File: src/rtl/mux_rr_arbiter_pkg.sv
// Shared definitions for the two-requester round-robin burst arbiter:
// FSM state encoding and default datapath/burst sizing.
package mux_rr_arbiter_pkg;

  typedef enum logic {
    ST_IDLE = 1'b0,
    ST_OWN  = 1'b1
  } arb_state_t;

  localparam int DATA_W_DEF    = 32;
  localparam int MAX_BURST_DEF = 16;

endpackage

File: src/rtl/mux_rr_arbiter_mux.sv
// 2:1 data selector shared by both requesters.
// sel=0 passes IN1, sel=1 passes IN2.
module TwoToOneMux #(
  parameter int W = 32
) (
  input  logic [W-1:0] IN1,
  input  logic [W-1:0] IN2,
  input  logic         sel,
  output logic [W-1:0] out
);

  assign out = sel ? IN2 : IN1;

endmodule

File: src/rtl/mux_rr_arbiter.sv
// Round-robin burst arbiter: locks a 2:1 data path to one requester per burst
// and registers the winner's beats into a single valid/ready output stage.
module mux_rr_arbiter
  import mux_rr_arbiter_pkg::*;
#(
  parameter int DATA_W    = DATA_W_DEF,
  parameter int MAX_BURST = MAX_BURST_DEF
) (
  input  logic              clk,
  input  logic              rst_n,
  input  logic              in0_valid,
  input  logic [DATA_W-1:0] in0_data,
  input  logic              in0_last,
  output logic              in0_ready,
  input  logic              in1_valid,
  input  logic [DATA_W-1:0] in1_data,
  input  logic              in1_last,
  output logic              in1_ready,
  output logic              out_valid,
  output logic [DATA_W-1:0] out_data,
  output logic              out_last,
  input  logic              out_ready,
  output logic              mux_sel,
  output logic [1:0]        grant,
  output logic              burst_trunc,
  output logic              dbg_state
);

  localparam int CNT_W = $clog2(MAX_BURST);

  // Handshake rule: a beat moves on any cycle where valid && ready are both
  // high at the rising edge; valid must not depend on ready.

  arb_state_t          r_state;
  arb_state_t          w_next_state;
  logic                r_ptr;
  logic                r_owner;
  logic [1:0]          r_grant;
  logic [CNT_W-1:0]    r_beat_cnt;
  logic                r_out_valid;
  logic [DATA_W-1:0]   r_out_data;
  logic                r_out_last;
  logic                r_trunc;

  logic [DATA_W-1:0]   w_sel_data;
  logic                w_sel_valid;
  logic                w_sel_last;
  logic                w_own_ready;
  logic                w_accept;
  logic                w_cap;
  logic                w_end;
  logic                w_any_req;
  logic                w_winner;

  TwoToOneMux #(.W(DATA_W)) u_sel_mux (
    .IN1 (in0_data),
    .IN2 (in1_data),
    .sel (r_owner),
    .out (w_sel_data)
  );

  assign w_sel_valid = r_owner ? in1_valid : in0_valid;
  assign w_sel_last  = r_owner ? in1_last  : in0_last;
  assign w_own_ready = (r_state == ST_OWN) && (!r_out_valid || out_ready);
  assign w_accept    = w_own_ready && w_sel_valid;
  assign w_cap       = (r_beat_cnt == CNT_W'(MAX_BURST - 1));
  assign w_end       = w_accept && (w_sel_last || w_cap);
  assign w_any_req   = in0_valid || in1_valid;
  // Contention goes to the pointer; a lone requester wins outright.
  assign w_winner    = (in0_valid && in1_valid) ? r_ptr : in1_valid;

  assign in0_ready   = w_own_ready && !r_owner;
  assign in1_ready   = w_own_ready &&  r_owner;
  assign out_valid   = r_out_valid;
  assign out_data    = r_out_data;
  assign out_last    = r_out_last;
  assign mux_sel     = r_owner;
  assign grant       = r_grant;
  assign burst_trunc = r_trunc;
  assign dbg_state   = r_state;

  always_ff @(posedge clk or negedge rst_n) begin
    if (!rst_n) r_state <= ST_IDLE;
    else        r_state <= w_next_state;
  end

  always_comb begin
    w_next_state = r_state;
    case (r_state)
      ST_IDLE: if (w_any_req) w_next_state = ST_OWN;
      ST_OWN:  if (w_end)     w_next_state = ST_IDLE;
      default: w_next_state = ST_IDLE;
    endcase
  end

  always_ff @(posedge clk or negedge rst_n) begin
    if (!rst_n) begin
      r_ptr      <= 1'b0;
      r_owner    <= 1'b0;
      r_grant    <= 2'b00;
      r_beat_cnt <= '0;
    end else if (r_state == ST_IDLE) begin
      if (w_any_req) begin
        r_owner    <= w_winner;
        r_grant    <= w_winner ? 2'b10 : 2'b01;
        r_beat_cnt <= '0;
      end
    end else if (w_accept) begin
      r_beat_cnt <= r_beat_cnt + CNT_W'(1);
      if (w_end) begin
        r_ptr   <= ~r_owner;
        r_grant <= 2'b00;
      end
    end
  end

  // Output register: loads on accept, drains on out_ready, otherwise holds.
  always_ff @(posedge clk or negedge rst_n) begin
    if (!rst_n) begin
      r_out_valid <= 1'b0;
      r_out_data  <= '0;
      r_out_last  <= 1'b0;
      r_trunc     <= 1'b0;
    end else begin
      r_trunc <= w_accept && w_cap && !w_sel_last;
      if (w_accept) begin
        r_out_valid <= 1'b1;
        r_out_data  <= w_sel_data;
        r_out_last  <= w_sel_last || w_cap;
      end else if (out_ready) begin
        r_out_valid <= 1'b0;
      end
    end
  end

endmodule

File: config.mk
export PLATFORM = sky130hd
export DESIGN_NAME = mux_rr_arbiter
export DESIGN_NICKNAME = d
export VERILOG_FILES = /design/src/rtl/mux_rr_arbiter_pkg.sv /design/src/rtl/mux_rr_arbiter_mux.sv /design/src/rtl/mux_rr_arbiter.sv
export SDC_FILE = /design/constraint.sdc
export NUM_CORES = 1
export LEC_CHECK = 0
export CAP_MARGIN = 15
export CORE_MARGIN = 2
export CORE_UTILIZATION = 38
export DETAILED_ROUTE_END_ITERATION = 10
export GPL_ROUTABILITY_DRIVEN = 0
export GPL_TIMING_DRIVEN = 1
export HOLD_SLACK_MARGIN = 0.08
export PLACE_DENSITY = 0.8
export SLEW_MARGIN = 20
export SYNTH_ARGS = -nofsm -noshare
export SYNTH_HDL_FRONTEND = slang
export SYNTH_HIERARCHICAL = 1
export SYNTH_SLANG_ARGS = --single-unit
File: constraint.sdc
create_clock -name clk -period 1.5 [get_ports clk]
set_input_delay 0.45 -clock clk [delete_from_list [all_inputs] [get_ports clk]]
set_output_delay 0.45 -clock clk [all_outputs]
set_load 0.02 [all_outputs]
# Word level (Yosys, flattened, before mapping)
# Index checks and enable logic that the tools add are counted.
# word_totals
register_bits	44
latchBits	0
ramBits	0
rom_bits	0
in_bits	71
output_inout_bits	41
wordCells	52
n_memories	0
# op_classes
n_addsub	1
mul	0
div_mod_pow	0
n_lt_le_gt_ge	0
eq_ne	3
shift	0
mux	17
n_bitwise	2
n_reduce_logical	20
# op_table
op	n
$mux W32	1
$mux W4	3
$mux W2	5
$logic_and A1 B1 Y1	8
$mux W1	7
$reduce_and A3 Y1	2
$add A4 B1 Y4 const B	1
$eq A4 B4 Y1 const B	1
$ne A2 B1 Y1 const B	2
$reduce_and A2 Y1	2
$reduce_bool A2 Y1	2
$logic_not A1 Y1	3
$logic_or A1 B1 Y1	3
$not A1 Y1	2
$pmux W1 S2	1

# Logic depth before layout (Yosys ltp)
# depth
depth_word	8
depth_mapped	5
ltp_nobuf	4

# By module
# Netlist, hierarchy kept.
# modules_own_cells
mod	n_inst	cells_each	area_per_inst_um2	seq_area_each_um2
mux_rr_arbiter	1	121	1905.6	1101.1
TwoToOneMux	1	36	544.3	0.0

# Worst setup path before layout
# OpenSTA, ideal clock, no wires.
# synth_timing
path_kind	register -> output
startpoint	register r_state (netlist: dbg_state)
endpoint	output in0_ready
t_arrival_ns	1.287
setup_slack_ns	-0.237
stages_incl_launch_ff	4
path_buffers	1
path_cell_list	dfrtp_1 clkbuf_2 inv_1 nor3_1
# synth_via
elab_chain_cells	2
# synth_lines
element	line_no	rtl
start: declaration	mux_rr_arbiter.sv:34	arb_state_t r_state;
start signal: assignment	mux_rr_arbiter.sv:84	else r_state <= w_next_state;
$logic_and A1 B1 Y1	mux_rr_arbiter.sv:64	assign w_own_ready = (r_state == ST_OWN) && (!r_out_valid || out_ready);
$logic_and A1 B1 Y1	mux_rr_arbiter.sv:72	assign in0_ready = w_own_ready && !r_owner;
end: declaration	mux_rr_arbiter.sv:14	output logic in0_ready,
# No other way between the ends.

# Final worst setup path
# layout_timing
startpoint	register r_owner (netlist: mux_sel)
endpoint	register r_out_data[0] (netlist: out_data[0])
# layout_via
elab_chain_cells	2
elab_cells_between_ends	3
# layout_lines
element	line_no	rtl
start: declaration	mux_rr_arbiter.sv:37	logic r_owner;
start signal: assignment	mux_rr_arbiter.sv:104	r_owner <= w_winner;
$mux W1	mux_rr_arbiter.sv:62	assign w_sel_valid = r_owner ? in1_valid : in0_valid;
$logic_and A1 B1 Y1	mux_rr_arbiter.sv:65	assign w_accept = w_own_ready && w_sel_valid;
end signal: assignment	mux_rr_arbiter.sv:128	r_out_data <= w_sel_data;
end: declaration	mux_rr_arbiter.sv:41	logic [DATA_W-1:0] r_out_data;
# Parallel ways exist; a longest one is shown, timed or not.
# A chain may end at the register's enable or synchronous reset.

==> flow_metrics.env <==
export IMPL_route_top_layer_used="met4"
export IMPL_crit_path_top_delay_cell="dfrtp_2"
export IMPL_capture_instance_of_the_worst_register_to_register_path="out_data[0]"
export IMPL_global_route_wire_length_before_repair_microns=9230
export IMPL_floorplan_core_area_sq_mm=0.00628
export IMPL_finalSetupViolCount=37
export IMPL_finalNonFillerCells=374
export IMPL_die_area_sq_mm=0.00711
export IMPL_routed_wl_met2_microns=2950
export IMPL_initial_core_util_pct=39.0
export IMPL_hold_path_class="input port to asynchronous set/reset pin"
export IMPL_violated_checks="negative setup slack"
export IMPL_synth_cells=157
export IMPL_timing_critical_path_cells="buf_6 > mux2_4 > nand3_4 > buf_12 > mux2_2"
export IMPL_row_count=29
export IMPL_number_of_distinct_library_cells_after_synthesis=27
export IMPL_slew_headroom_pct=73.9
export IMPL_yosysWarnings=6
export IMPL_dpl_instance_area_sq_mm=0.00369
export IMPL_worst_vdd_drop_uv=1220
export IMPL_place_worst_setup_slack_ns=-0.776
export IMPL_final_period_minus_worst_setup_slack_ns=1.66
export IMPL_wl_met1_microns=2240
export IMPL_drt_pre_antenna_iters=2
export IMPL_outcome="complete, but fails checks"
export IMPL_die_w_microns=84.3
export IMPL_die_h_microns=84.3
export IMPL_postSynth_topFlopCell="dfrtp_1"
export IMPL_tritoncts_num_sinks=44
export IMPL_detailed_place_hpwl_microns=4030
export IMPL_synth_seq_area_share_pct=44.9
export IMPL_tightest_slew_ns=0.389
export IMPL_synth_net_count=229
export IMPL_dpl_cell_count=354
export IMPL_tritoncts="done"
export IMPL_crit_required_ns=1.68
export IMPL_clock_transition_at_the_register_clock_pins_on_the_worst_setup_and_hold_paths_after_cts_ns=0.09
export IMPL_clkLatencyLatePin_ns=0.29
export IMPL_fin_nets=368
export IMPL_final_max_slew_violation_count=0
export IMPL_max_cap_viol_count=0
export IMPL_antenna_diode_count=0
export IMPL_ioPinCount=112
export IMPL_final_layout_size_suffix_gt1_share_pct=41.8
export IMPL_deepest_level_of_the_cts_h_tree=2
export IMPL_synth_edff_count=0
export IMPL_crit_arrival_ns=1.84
export IMPL_setup_total_negative_slack_ns=-3.92
export IMPL_ys_seq_elements=44
export IMPL_vias=1774
export IMPL_antenna_nets_post_route=0
export IMPL_routed_wl_met3_microns=464
export IMPL_crit_path_max_fanout=19
export IMPL_grt_max_degree=23
export IMPL_async_reset_ff_share_pct=100
export IMPL_post_route_util_pct=63.5
export IMPL_clockRootBuffer="clkbuf_8"
export IMPL_worst_r2r_path_depth=5
export IMPL_wl_per_cell_microns=15.2
export IMPL_design_area_sq_mm=0.00399
export IMPL_remaining_drc_errors=0
export IMPL_cts_path_max_buffers=2
export IMPL_drt_initial_drc_count=18
export IMPL_largest_register_ffs=32
export IMPL_static_leakage_power_nw=1.93
export IMPL_post_synth_instance_area_sq_mm=0.00245
export IMPL_end_kind="register"
export IMPL_timing_final_ws_setup_ns=-0.161
export IMPL_first_global_vias=1921
export IMPL_area_growth_syn_to_layout_pct=62.7
export IMPL_max_freq_mhz=602
export IMPL_timing_final_crit_share_pct=111
export IMPL_timing_hold_violations_final=0
export IMPL_setup_reg_to_reg_worst_slack_ns=-0.16
export IMPL_finalClockSkew_ns=0.0100
export IMPL_grt_antenna_before_repair=0
export IMPL_global_route_overflow=0
export IMPL_crit_path_max_incr_delay_ns=0.42
export IMPL_power_density_mw_per_mm2=1990
export IMPL_timing_rr_start="mux_sel"
export IMPL_routed_wirelength_microns=5670
export IMPL_post_synth_cell_area_avg_sq_um=15.6
export IMPL_crit_type="register to register"
export IMPL_port_buffers=111
export IMPL_startpoint_type="register"
export IMPL_avgViaCountPerCell=4.74
export IMPL_rsz0062_at_grt="true"
export IMPL_cts_buffers_inserted=5
export IMPL_grt_total_usage_pct=15.9
-- report_power, final --
group	leakage [nW]	internal [W]	switching [W]
sequential	0.524	0.00178	0.000340
combinational	1.35	0.00283	0.00212
clock	0.0552	0.000494	0.000390
total	1.93	0.00510	0.00285
-- per-stage QoR --
stage / power, W / hold slack [ns]
floorplan: 0.00522 / 0.154
global placement: 0.00678 / 0.240
detailed placement: 0.00686 / 0.245
CTS: 0.00779 / 0.464
global route: 0.00839 / 0.456
finish: 0.00795 / 0.470
-- cell usage after synthesis, types with 2 or more instances --
| cell type | count | share of area [%] |
|---|---|---|
| inv_1 | 4 | 0.61 |
| nand3_1 | 2 | 0.41 |
| nor4_1 | 2 | 0.51 |
| nand2_1 | 7 | 1.1 |
| buf_8 | 2 | 1.2 |
| mux2_4 | 56 | 34 |
| buf_6 | 3 | 1.4 |
| buf_12 | 3 | 2.5 |
| mux2_2 | 9 | 4.1 |
| mux2i_1 | 6 | 2.5 |
| o21ai_0 | 4 | 0.82 |
| dfrtp_1 | 44 | 45 |
-- worst max path at each step --
| stage | from | to | slack (ns) | depth (start not counted) |
|---|---|---|---|---|
| 6_report | mux_sel | out_data[0] | -0.16 | 5 |
| 5_1_grt | mux_sel | out_data[0] | -0.18 | 5 |
| 4_1_cts | mux_sel | out_data[26] | -0.18 | 5 |
| 3_5_place_dp | out_ready | in1_ready | -0.78 | 4 |
| 3_3_place_gp | out_ready | in1_ready | -0.78 | 4 |
| 2_1_floorplan | mux_sel | out_data[10] | -0.15 | 5 |
-- placed cells by master, fill, tap and decap left out, drive strengths merged, types with 2 or more instances in the layout --
cell type,count
inv,4
nand3,3
mux2i,6
dfrtp,44
clkbuf,6
dlygate4sd2,35
clkdlybuf4s50,66
mux2,65
o21ai,4
nor4,2
nand2,7
buf,35
clkdlybuf4s15,4
-- cell type report --
| class | count | area (sq um) |
|---|---|---|
| multi-input cells | 100 | 1300 |
| repair buffers | 141 | 1360 |
| clock inverters | 2 | 35.0 |
| fillers | 511 | 2290 |
| clock buffers | 6 | 72.6 |
| inverters | 4 | 15.0 |
| well taps | 77 | 96.3 |
| flip-flops and latches | 44 | 1100 |
-- kinds of logic (layout without fill, tap and decap cells) --
kind of cell,after synthesis,count (layout),share of synthesized area (%)
adders and majority gates,1,1,0.511
buffers and inverters,13,153,5.87
DFF,44,44,44.9
and+or+nand+nor,18,18,4.24
muxes,71,71,40.9
AOI/OAI and AO/OA,10,10,3.52
-- what timing repair did --
item,4_1_cts,5_1_grt
gates resized for setup,75,28
setup buffers,7,5
gates cloned,2,0
hold buffers,1,0
hold endpoints to repair,1,0
pin swaps,1,3
endpoints found under the setup margin,81,47
-- routing by layer --
layer,up-vias,global-route usage [%]
li1,845,-
met1,860,18.5
met2,65,28.1
met3,4,5.90
met4,0,3.52
met5,-,0
-- worst max-delay path: cells and delay by family, from the launching register on --
| kind | cells | cell delay (ns) |
|---|---|---|
| multiplexers | 2 | 0.66 |
| flip-flops | 1 | 0.42 |
| buffers and inverters | 2 | 0.34 |
| AND/OR/NAND/NOR | 1 | 0.11 |
Note: power is estimated with default switching activity, not from simulation.
